$ cat src/rtl/i2c_master_byte.sv
// Byte-level I2C master engine: START+byte, byte and STOP commands, MSB-first shift, ACK sampling.
// Optional slave clock stretching is enabled by defining I2C_CLK_STRETCH_EN.
module i2c_master_byte #(
  parameter int QTR_CYCLES = 250
) (
  input  logic       clk,
  input  logic       reset,
  input  logic       i2c_en,
  input  logic       start,
  input  logic       stop,
  input  logic [7:0] tx_data,
  output logic       ready,
  output logic       tx_done,
  output logic       ack_err,
  output logic       bus_busy,
  output logic       scl,
  input  logic       scl_i,
  output logic       sda_oe,
  input  logic       sda_i
);

  typedef enum logic [2:0] {IDLE, RSTART, SHIFT, ACK, HOLD, STOPC} state_t;

  localparam int QW = (QTR_CYCLES > 2) ? $clog2(QTR_CYCLES) : 1;
  localparam logic [QW-1:0] QMAX = QW'(QTR_CYCLES - 1);

  state_t          state, state_nxt;
  logic [QW-1:0]   qcnt;
  logic [1:0]      phase;
  logic [2:0]      bit_idx;
  logic [7:0]      shreg;
  logic [7:0]      cur_byte;
  logic            load_pend;
  logic            running;
  logic            stall;
  logic            phase_end;
  logic            accept;
  logic            bit_val;

  assign ready   = (state == IDLE) || (state == HOLD);
  // A byte or STOP command only makes sense while the bus is owned.
  assign accept  = ready && i2c_en && (start || (state == HOLD));
  assign running = (state == RSTART) || (state == SHIFT) || (state == ACK) || (state == STOPC);

`ifdef I2C_CLK_STRETCH_EN
  assign stall = !scl_i &&
                 ((((state == SHIFT) || (state == ACK)) && (phase == 2'd2)) ||
                  ((state == STOPC) && (phase == 2'd1)));
`else
  logic unused_scl_i;
  assign unused_scl_i = scl_i;
  assign stall        = 1'b0;
`endif

  assign phase_end = running && !stall && (qcnt == QMAX);

  // The byte is latched one cycle after acceptance; until then drive straight from the input.
  assign cur_byte = load_pend ? tx_data : shreg;
  assign bit_val  = cur_byte[bit_idx];

  always_comb begin
    state_nxt = state;
    case (state)
      IDLE:    if (accept) state_nxt = RSTART;
      HOLD: begin
        if (accept) begin
          if (start)     state_nxt = RSTART;
          else if (stop) state_nxt = STOPC;
          else           state_nxt = SHIFT;
        end
      end
      RSTART:  if (phase_end && (phase == 2'd2)) state_nxt = SHIFT;
      SHIFT:   if (phase_end && (phase == 2'd3) && (bit_idx == 3'd0)) state_nxt = ACK;
      ACK:     if (phase_end && (phase == 2'd3)) state_nxt = HOLD;
      STOPC:   if (phase_end && (phase == 2'd3)) state_nxt = IDLE;
      default: state_nxt = IDLE;
    endcase
  end

  always_ff @(posedge clk or posedge reset) begin
    if (reset) begin
      state     <= IDLE;
      qcnt      <= '0;
      phase     <= '0;
      bit_idx   <= '0;
      load_pend <= 1'b0;
      tx_done   <= 1'b0;
      ack_err   <= 1'b0;
      bus_busy  <= 1'b0;
    end else begin
      state     <= state_nxt;
      tx_done   <= 1'b0;
      load_pend <= accept;
      if (accept) begin
        qcnt    <= '0;
        phase   <= '0;
        bit_idx <= 3'd7;
        if (start) ack_err <= 1'b0;
      end else if (running && !stall) begin
        if (qcnt == QMAX) begin
          qcnt  <= '0;
          phase <= ((state == RSTART) && (phase == 2'd2)) ? 2'd0 : phase + 2'd1;
          if ((state == SHIFT) && (phase == 2'd3))          bit_idx  <= bit_idx - 3'd1;
          if ((state == ACK) && (phase == 2'd2) && sda_i)   ack_err  <= 1'b1;
          if ((state == ACK) && (phase == 2'd3))            tx_done  <= 1'b1;
          if ((state == RSTART) && (phase == 2'd1))         bus_busy <= 1'b1;
          if ((state == STOPC) && (phase == 2'd3))          bus_busy <= 1'b0;
        end else begin
          qcnt <= qcnt + QW'(1);
        end
      end
    end
  end

  always_ff @(posedge clk) begin
    if (load_pend) shreg <= tx_data;
  end

  // Open-drain line levels; bus_busy distinguishes a repeated START (SCL low in R0).
  always_comb begin
    scl    = 1'b1;
    sda_oe = 1'b0;
    case (state)
      RSTART: begin
        case (phase)
          2'd0:    scl = !bus_busy;
          2'd1:    scl = 1'b1;
          default: begin
            scl    = 1'b1;
            sda_oe = 1'b1;
          end
        endcase
      end
      SHIFT: begin
        scl    = phase[1];
        sda_oe = !bit_val;
      end
      ACK:     scl = phase[1];
      HOLD:    scl = 1'b0;
      STOPC: begin
        scl    = (phase != 2'd0);
        sda_oe = (phase < 2'd2);
      end
      default: begin
        scl    = 1'b1;
        sda_oe = 1'b0;
      end
    endcase
  end

endmodule

$ cat config.mk
export PLATFORM = sky130hd
export DESIGN_NAME = i2c_master_byte
export DESIGN_NICKNAME = d
export VERILOG_FILES = /design/src/rtl/i2c_master_byte.sv
export SDC_FILE = /design/constraint.sdc
export NUM_CORES = 1
export LEC_CHECK = 0
export BUFFER_PORTS_ARGS = -buffer_cell sky130_fd_sc_hd__clkbuf_2
export CAP_MARGIN = 20
export CORE_MARGIN = 2
export CORE_UTILIZATION = 40
export DETAILED_ROUTE_END_ITERATION = 6
export MAX_ROUTING_LAYER = met4
export PLACE_DENSITY = 0.67
export SETUP_SLACK_MARGIN = 0.3
export SLEW_MARGIN = 20
export SYNTH_ARGS = -nofsm -noshare
export SYNTH_HDL_FRONTEND = slang
export SYNTH_SLANG_ARGS = --single-unit
$ cat constraint.sdc
create_clock -name clk -period 4.1 [get_ports clk]
set_clock_uncertainty 0.15 [all_clocks]
set_input_delay 0.205 -clock clk [delete_from_list [all_inputs] [get_ports clk]]
set_output_delay 0.205 -clock clk [all_outputs]
set_load 0.05 [all_outputs]
==> impl_results.md <==
* Mapped Cells at 157
* Worst Path Arrival at between 2000 and 3000 ps
* Largest net degree at the start of global routing at 21
* Initial antenna violation count at 0
* Critical-path top delay cell: dfrtp_1
* Cts repair resizes at 0
* Top-count cell post-synth: dfrtp_1
* Area after DPL at 1710 sq um
* Yosys top cell by area: dfrtp_1
* Clock Path Buffers at 2
* Initial Util at 42.2%
* Period utilization at approximately 72%
* Vias in the first global route at ~1300
* Reg2Reg Depth at 5
* Post-synth top cells: dfrtp_1 (20), nand2_1 (15), nor2_1 (12), o21ai_0 (11), a21oi_1 (9)
* Clock transition at the registers of the reported paths at 90 ps
* Post-synthesis sequential area ratio at 41.8%
* Worst hold stages at 2
* Share of cells above drive strength 1 at about a fifth
* First-pass GRT wire length at 5850 um
* Hold path start: tx_data[3]
* Antenna cells at 0
* Worst-Margin Slew at 770 ps
* RSZ-0062 raised after global routing: false
* Post-CTS Setup Repair Bufs at 0
* Worst Path Max Fanout at 12
* I/O pins at 21
* Final Cell Area at 1770 sq um
* Top post-synthesis cells by area: dfrtp_1 (32%), dfxtp_1 (10%), mux4_1 (6.6%)
* Fmax at 0.338 GHz
* Via count at 1288
* Yosys top cell area share at a little under a third
* CP Cell Sequence: mux4_1, mux4_2, o32ai_2, clkbuf_2
* Yosys Warn Count at 0
* CP Capture Type: output pin
* H-tree depth at 1
* Post-DP HPWL at roughly 2600 um
* Gp weighted congestion at 0.899
* Maximum VDD drop at 0.152 mV
* Post-Syn Nets at roughly 180
* Highest Signal Layer: met4
* Synth Area per Inst at 10.1 sq um
* Post-CTS Hold Buffers at 2
* Metal-1 WL at 1570 um
* Row cnt at 22
* Die height at around 67 um
* CTS sink count at 28
* Routed len/inst at 15.5 um
* CP required at 3740 ps
* Post-synth EDFFs at 0
* Crit path launch: load_pend
* TritonCTS buffer count at 3
* Final Max Tran Viols at 0
* Final setup fails at 0
* Reg2reg start: state[0]
* Area Growth Syn to Fin at 11.8%
* Hold Vio Cnt, Final at 0
* Die width at 66.9 um
* Die area at 4470 sq um
* Pwr/cell area at around 410 nW/um^2
* Skew-Pair Late Insertion Delay at between 200 and 300 ps
* Relative slew slack at 48.6%
* CTS root buf: clkbuf_8
* PortBufs at 19
* Final min period at 2960 ps
* #FFs+latches synth at 28
* Core ar. at between 3000 and 4000 sq um
* DRC violations left at 0
* TritonCTS clock tree: built
* Vias per cell at slightly below 6
* Fin nets at 196
* Iteration-0 DRC Markers at 130
* Max incr delay on CP at 660 ps
* WL met2 at 1710 um
* Worst setup SP type: flip-flop
* Top_reg_cell synth: dfrtp_1
* WS Path Type: flip-flop to output pin
* Post-synthesis instance area at 1580 sq um
* Hold crit path type: input port to flip-flop
* Leak Pwr at 0.777 nW
* MaxCap Viol Count at 0
* Antenna Nets Post-Route at 0
* FFs w/ async S/R, synth at 71.4%
* Overflow after GRT at 0
* Cell variety after synth at 43
* DR WL met3 at ~130 um
* Outcome: finished, final reports clean
* Final setup TNS at 0 ps
* DRT Wirelength at 3460 um
* GRT Overall Usage at 17.9%
* Initial DRT Pass Iterations at 4
worst max-delay path: cells and delay by family, from the launching register on:
| kind | cells | cell delay [ps] |
|---|---|---|
| DFF | 1 | 660 |
| muxes | 2 | 1160 |
| AOI/OAI and AO/OA | 1 | 200 |
| buffers and inverters | 1 | 310 |
final timing paths:
path / slack [ps] / to
max: 1140 / sda_oe
min: 10 / shreg[3]
max reg2reg: 1840 / phase[1]
min reg2reg: 340 / shreg[3]
max in group asynchronous: 2880 / phase[1]
min in group asynchronous: 440 / bus_busy
per-stage QoR:
step | total power [mW] | std cells | util, % | hold slack (ps) | setup slack, ps
5_1_grt | 0.778 | 223 | 47.2 | 8.23 | 1000
2_1_floorplan | 0.530 | 157 | - | 18.8 | 1490
6_report | 0.728 | 223 | 47.2 | 13.3 | 1140
4_1_cts | 0.731 | 223 | 47.2 | 16.4 | 1110
3_3_place_gp | 0.564 | 218 | 45.6 | 212 | 1500
3_5_place_dp | 0.582 | 218 | 45.6 | 220 | 1440
layout by cell type, fill, tap and decap left out, drive strengths merged, types with 3 or more instances in the layout:
cell type	instances
clkbuf	22
dfrtp	20
nand2	15
nor2	12
o21ai	11
a21oi	9
mux2	9
dfxtp	8
nand3	7
inv	6
nand2b	5
mux4	5
xnor2	4
ha	4
nor2b	3
or3	3
o41ai	3
metal layers:
layer / track usage [%] / vias to the layer above
met1: 21.3 / 637
met2: 31.0 / 31
met4: 6.38 / 0
met5: - / -
met3: 2.53 / 6
li1: - / 614
final cells by class:
type                       instances  area [sq um]
timing repair buffer              21           115
clock buffer                       3          41.3
sequential                        28           661
fill                             378          1980
tap                               48          60.1
multi-input combinational        117           868
inverter                           6          22.5
state kept, by name, indices dropped and copies added (netlist names):
signal and cells:
ack_err 1, bit_idx 3, bus_busy 1, load_pend 1, phase 2, qcnt 8, shreg 8, state 3
tx_done 1
where the power goes:
group	internal, mW	switching, mW
logic	0.0781	0.0959
clock network	0.0660	0.0831
registers	0.330	0.0749
total	0.474	0.254
cells by family (layout without fill, tap and decap cells):
family                   count (synthesis)  in the layout  synth area share, %
flip-flops                              28             28                 41.8
XOR/XNOR                                 6              6                 3.32
buffers and inverters                   12             30                 3.32
multiplexers                            16             16                 15.7
AND/OR/NAND/NOR                         57             57                 18.5
AO/OA/AOI/OAI                           34             34                 14.2
adder cells (fa/ha/maj)                  4              4                 3.16
Power figures use the tool's default switching activity.
